[src/rtl/serial_adder_if.sv]
// ============================================================================
//  Module      : serial_adder_if
//  Description : Start/done handshake and result bundle for serial_adder.
//                The sub lane exists only when SERIAL_ADDER_SUB_EN is defined.
//  Revision    : 1.0  initial release
// ============================================================================
`default_nettype none

interface serial_adder_if #(
    parameter int WIDTH = 4
);
    logic             start;
    logic [WIDTH-1:0] A;
    logic [WIDTH-1:0] B;
`ifdef SERIAL_ADDER_SUB_EN
    logic             sub;
`endif
    logic [WIDTH-1:0] Y;
    logic             carry;
    logic             overflow;
    logic             busy;
    logic             done;

    modport master (
`ifdef SERIAL_ADDER_SUB_EN
        output sub,
`endif
        output start, A, B,
        input  Y, carry, overflow, busy, done
    );

    modport slave (
`ifdef SERIAL_ADDER_SUB_EN
        input  sub,
`endif
        input  start, A, B,
        output Y, carry, overflow, busy, done
    );
endinterface

`default_nettype wire

[src/rtl/serial_adder.sv]
// ============================================================================
//  Module      : serial_adder
//  Description : Bit-serial WIDTH-bit adder, LSB first, one bit per clock.
//                Define SERIAL_ADDER_SUB_EN to add the A - B mode (sub port).
//  Revision    : 1.0  initial release
// ============================================================================
`default_nettype none

module serial_adder #(
    parameter int WIDTH = 4
) (
    input  wire logic     clk,
    input  wire logic     rst,
    serial_adder_if.slave bus
);
    localparam int c_cnt_w = (WIDTH > 2) ? $clog2(WIDTH) : 1;
    localparam logic [c_cnt_w-1:0] c_last = c_cnt_w'(WIDTH - 1);

    typedef enum logic [1:0] {
        S_IDLE = 2'd0,
        S_RUN  = 2'd1,
        S_DONE = 2'd2
    } state_t;

    state_t             r_state;
    state_t             w_state_nxt;
    logic               w_accept;

    logic [WIDTH-1:0]   r_ra;
    logic [WIDTH-1:0]   r_rb;
    logic [WIDTH-1:0]   r_sh;
    logic               r_c;
    logic [c_cnt_w-1:0] r_cnt;
    logic [WIDTH-1:0]   r_y;
    logic               r_carry;
    logic               r_ovf;

    logic               w_s;
    logic               w_c_nxt;
    logic               w_last;
    logic [WIDTH-1:0]   w_sh_nxt;
    logic [WIDTH-1:0]   w_b_in;
    logic               w_cin;

    // Subtraction is A + ~B + 1: invert B at capture and seed the carry.
`ifdef SERIAL_ADDER_SUB_EN
    assign w_b_in = bus.sub ? ~bus.B : bus.B;
    assign w_cin  = bus.sub;
`else
    assign w_b_in = bus.B;
    assign w_cin  = 1'b0;
`endif

    assign w_s      = r_ra[0] ^ r_rb[0] ^ r_c;
    assign w_c_nxt  = (r_ra[0] & r_rb[0]) | (r_ra[0] & r_c) | (r_rb[0] & r_c);
    assign w_sh_nxt = {w_s, r_sh[WIDTH-1:1]};
    assign w_last   = (r_cnt == c_last);

    always_ff @(posedge clk) begin
        if (rst) begin
            r_state <= S_IDLE;
        end else begin
            r_state <= w_state_nxt;
        end
    end

    always_comb begin
        w_state_nxt = r_state;
        w_accept    = 1'b0;
        case (r_state)
            S_IDLE: begin
                if (bus.start) begin
                    w_accept    = 1'b1;
                    w_state_nxt = S_RUN;
                end
            end
            S_RUN: begin
                if (w_last) begin
                    w_state_nxt = S_DONE;
                end
            end
            S_DONE: begin
                if (bus.start) begin
                    w_accept    = 1'b1;
                    w_state_nxt = S_RUN;
                end else begin
                    w_state_nxt = S_IDLE;
                end
            end
            default: begin
                w_state_nxt = S_IDLE;
            end
        endcase
    end

    always_ff @(posedge clk) begin
        if (rst) begin
            r_ra    <= '0;
            r_rb    <= '0;
            r_sh    <= '0;
            r_c     <= 1'b0;
            r_cnt   <= '0;
            r_y     <= '0;
            r_carry <= 1'b0;
            r_ovf   <= 1'b0;
        end else if (w_accept) begin
            r_ra  <= bus.A;
            r_rb  <= w_b_in;
            r_c   <= w_cin;
            r_cnt <= '0;
        end else if (r_state == S_RUN) begin
            r_ra  <= {1'b0, r_ra[WIDTH-1:1]};
            r_rb  <= {1'b0, r_rb[WIDTH-1:1]};
            r_c   <= w_c_nxt;
            r_sh  <= w_sh_nxt;
            r_cnt <= r_cnt + 1'b1;
            // r_c still holds the carry into the MSB on the final bit.
            if (w_last) begin
                r_y     <= w_sh_nxt;
                r_carry <= w_c_nxt;
                r_ovf   <= r_c ^ w_c_nxt;
            end
        end
    end

    assign bus.Y        = r_y;
    assign bus.carry    = r_carry;
    assign bus.overflow = r_ovf;
    assign bus.busy     = (r_state == S_RUN);
    assign bus.done     = (r_state == S_DONE);

endmodule

`default_nettype wire

[src/flat_wrapper.sv]
// flat-port wrapper written by rule: the top's interface ports become plain ports
module serial_adder_flat 
#(
    parameter int WIDTH = 4
)
  (clk, rst, bus_start, bus_A, bus_B, bus_Y, bus_carry, bus_overflow, bus_busy, bus_done);
  serial_adder_if #(.WIDTH(WIDTH)) bus_i ();
  input  wire logic clk;
  input  wire logic rst;
  input wire logic [$bits(bus_i.start)-1:0] bus_start;
  input wire logic [$bits(bus_i.A)-1:0] bus_A;
  input wire logic [$bits(bus_i.B)-1:0] bus_B;
  output wire logic [$bits(bus_i.Y)-1:0] bus_Y;
  output wire logic [$bits(bus_i.carry)-1:0] bus_carry;
  output wire logic [$bits(bus_i.overflow)-1:0] bus_overflow;
  output wire logic [$bits(bus_i.busy)-1:0] bus_busy;
  output wire logic [$bits(bus_i.done)-1:0] bus_done;
  assign bus_i.start = bus_start;
  assign bus_i.A = bus_A;
  assign bus_i.B = bus_B;
  assign bus_Y = bus_i.Y;
  assign bus_carry = bus_i.carry;
  assign bus_overflow = bus_i.overflow;
  assign bus_busy = bus_i.busy;
  assign bus_done = bus_i.done;
  serial_adder #(.WIDTH(WIDTH)) u_core (.clk(clk), .rst(rst), .bus(bus_i));
endmodule
[config.mk]
export PLATFORM = sky130hd
export DESIGN_NAME = serial_adder_flat
export DESIGN_NICKNAME = d
export VERILOG_FILES = /design/src/rtl/serial_adder_if.sv /design/src/rtl/serial_adder.sv /design/src/flat_wrapper.sv
export SDC_FILE = /design/constraint.sdc
export NUM_CORES = 1
export LEC_CHECK = 0
export CORE_AREA = 2 2 74 48
export CTS_CLUSTER_DIAMETER = 100
export DETAILED_ROUTE_END_ITERATION = 7
export DIE_AREA = 0 0 76 50
export GPL_ROUTABILITY_DRIVEN = 0
export PLACE_DENSITY = 0.5
export SLEW_MARGIN = 20
export SYNTH_ARGS = -nofsm -noshare
export SYNTH_HDL_FRONTEND = slang
export SYNTH_SLANG_ARGS = --single-unit
[constraint.sdc]
create_clock -name clk -period 1.45 [get_ports clk]
set_clock_uncertainty 0.15 [all_clocks]
set_input_delay 0.3625 -clock clk [delete_from_list [all_inputs] [get_ports clk]]
set_output_delay 0.3625 -clock clk [all_outputs]
set_load 0.05 [all_outputs]
==> metrics.txt <==
row count 16; Syn Inst Count 99; ant diodes 0; pwr dens 971 nW/um^2; buffers added on ports 18; met3 GRT Util 0.0513; largest net degree at the start of global routing 23; fraction of layout cells with a size suffix above 1 0.238; Max IR drop VDD 0.590 mV; WP data arrival 0.93 ns; syn avg cell area 8.99 um^2; Final #Nets 136; Tightest Pin Transition 0.298 ns; YS warnings 0; wire per inst 11.5 um; DR vias 730; Critical Path RT 0.94 ns; DP Wirelength 1380 um; io pins 19; worst hold start u_core.r_sh[1]; die width 76 um; first-pass GRT wire length 3330 um; Critical Path Sink Type output port; clk buf depth 2; First-pass DRT Iterations 4; area grow syn2layout 48.2%; core area 3100 um^2; Hold EP u_core.r_sh[1]; status completed; TritonCTS buffer count 3; vias in the first global route 695; remaining antenna violation count 0; relative slew slack 0.800; CTS sink cnt 22; DRT iter0 DRCs 23; Finish-stage setup viols 0; total power 1.28 mW; terminus of the critical flop-to-flop path u_core.bus.overflow; Pins Over Slew Limit 0; Slowest Stage Delay on Critical Path 0.33 ns; effective utilization at floorplan 0.287; synth unique cells 24; flops & latches, synth 22; Final Hold Viols 0; Worst Reg-to-Reg Cells 4; clock tree root buffer cell clkbuf_8; Hold WC Path Type reg -> reg; fin area 1320 um^2; cts hold-fix bufs 0; dpl ws -0.186 ns; min Tclk post-route 1.45 ns; fin crit share 0.998; M1 GR Usage 0.152; clk slew on worst S/H paths 0.08 ns; Worst path slowest cell dfxtp_2; Highest Clock Rate 691 MHz; sequential cell area fraction in the yosys report 0.495; Hold Crit Depth 2; Clock H-tree levels 1; Total GRT Usage 0.115; Syn Nets 112; RSZ-0062 raised after global routing true; setup tns final 0 ns; WL final 1920 um; crit start category flop; Post-Layout Cell Count 167; FF-to-FF Start u_core.r_c; critical path type reg -> out; Worst-Skew Late Latency 0.27 ns; CP Cell Sequence nand2b_4, inv_4, buf_12; grt ovf 0; Max-Cap Viols 0; placed cell areas 1220 um^2; Total Die Area 3800 um^2; flop2flop setup slack 0.09 ns; Cell Area, Synth 890 um^2; CP max FO 3; LEAKAGE 0.486 nW; fin worst setup slack 0.00357 ns; CTS tree yes; initial antenna violation count 0; Vias/cell 4.37; Die Height 50 um; residual DRC count 0; met2 GRT Util 0.159; GRT busiest layer met2; post-placement cell count 161
## Yosys cell counts
cell type  number  area [um^2]
nand2b_1        1         6.26
a21oi_1        10         50.1
o21a_1          1         7.51
nand3_1         7         35.0
fa_1            1         20.0
nand2_1        18         67.6
clkbuf_1        2         7.51
mux2i_1         4         40.0
a22oi_1         1         7.51
nand2b_2        1         8.76
o22ai_1         2         12.5
xor2_1          1         8.76
nor3_1          9         45.0
nand3b_1        1         7.51
xnor2_1         1         8.76
ha_1            1         12.5
nor2_1          5         18.8
nor2b_1         2         12.5
buf_4           1         7.51
dfxtp_1        22          440
a311oi_1        3         26.3
buf_6           2         22.5
buf_2           2         10.0
inv_4           1         6.26
## critical path: cells and delay by family (launching register included)
family / cells / cell delay [ns]
flip-flops: 1 / 0.33
AND/OR/NAND/NOR: 1 / 0.14
buffers and inverters: 2 / 0.18
## how the worst max path moves through the flow
stage	slack, ns	start	cells after the start	endpoint
after floorplan	0.09	u_core.r_c	4	u_core.bus.overflow
after global placement	-0.19	bus_start	5	u_core.r_rb[3]
after detailed placement	-0.19	bus_start	5	u_core.r_ra[3]
after CTS	-0.007	u_core.r_state[1]	3	bus_busy
after global routing	-0.03	u_core.r_state[1]	3	bus_busy
final	0.004	u_core.r_state[1]	3	bus_busy
## power by group
part	switching (mW)	leakage (nW)	internal, mW	total (mW)
Combinational	0.0882	0.277	0.0990	0.187
Sequential	0.0210	0.180	0.630	0.651
Clock	0.200	0.0288	0.242	0.442
## logic make-up after synthesis
family / Yosys count / share of synthesized area
flops: 22 / 0.495
fa+ha+maj: 2 / 0.0366
simple gates: 44 / 0.226
mux: 4 / 0.0450
xor+xnor: 2 / 0.0197
buf+inv: 8 / 0.0605
compound gates: 17 / 0.117
## cell type report
class                      instances  area [um^2]
inverter                           1         6.26
clock buffer                       4         55.1
fill                             314         1780
sequential                        22          445
tap                               45         56.3
timing repair buffer              26          337
multi-input combinational         69          419
## per-stage QoR
step	hold WS, ns	utilization
global placement	0.297	0.393
finish	0.306	0.425
CTS	0.309	0.420
global route	0.337	0.425
floorplan	0.285	-
detailed placement	0.297	0.393
## sequential cells by signal, summed over array words and instances, names as in the netlist
name	cells
u_core.r_ra	4
u_core.r_state	2
u_core.bus.overflow	1
u_core.bus.Y	4
u_core.r_c	1
u_core.bus.carry	1
u_core.r_cnt	2
u_core.r_rb	4
u_core.r_sh	3
## routing by layer
metal	part of all wire	wire length, um
met5	0	0
met3	0.054	104
met4	0.020	38
met2	0.39	745
met1	0.54	1030
## repair_timing
action,4_1_cts,5_1_grt
gates resized for setup,5,5
buffers inserted,2,0
setup endpoints to repair,2,7
## cells in the final DEF (no fill, tap or decap)
cell type        count
inv_4                1
nor3_1               9
nand2b_4             1
nor2_1               5
mux2i_1              3
nand3b_1             1
fa_2                 1
clkbuf_8             4
xnor2_1              1
dfxtp_2              1
dfxtp_4              1
o21a_1               1
clkdlybuf4s50_1     10
nand2b_2             1
nand2_1             18
nor2b_2              1
nand3_1              7
o22ai_1              2
a21oi_1             10
nor2b_4              1
a311oi_1             3
buf_12               9
buf_6                1
mux2i_2              1
a22oi_1              1
dfxtp_1             20
ha_1                 1
xor2_1               1
buf_4                6
Power figures use the tool's default switching activity.
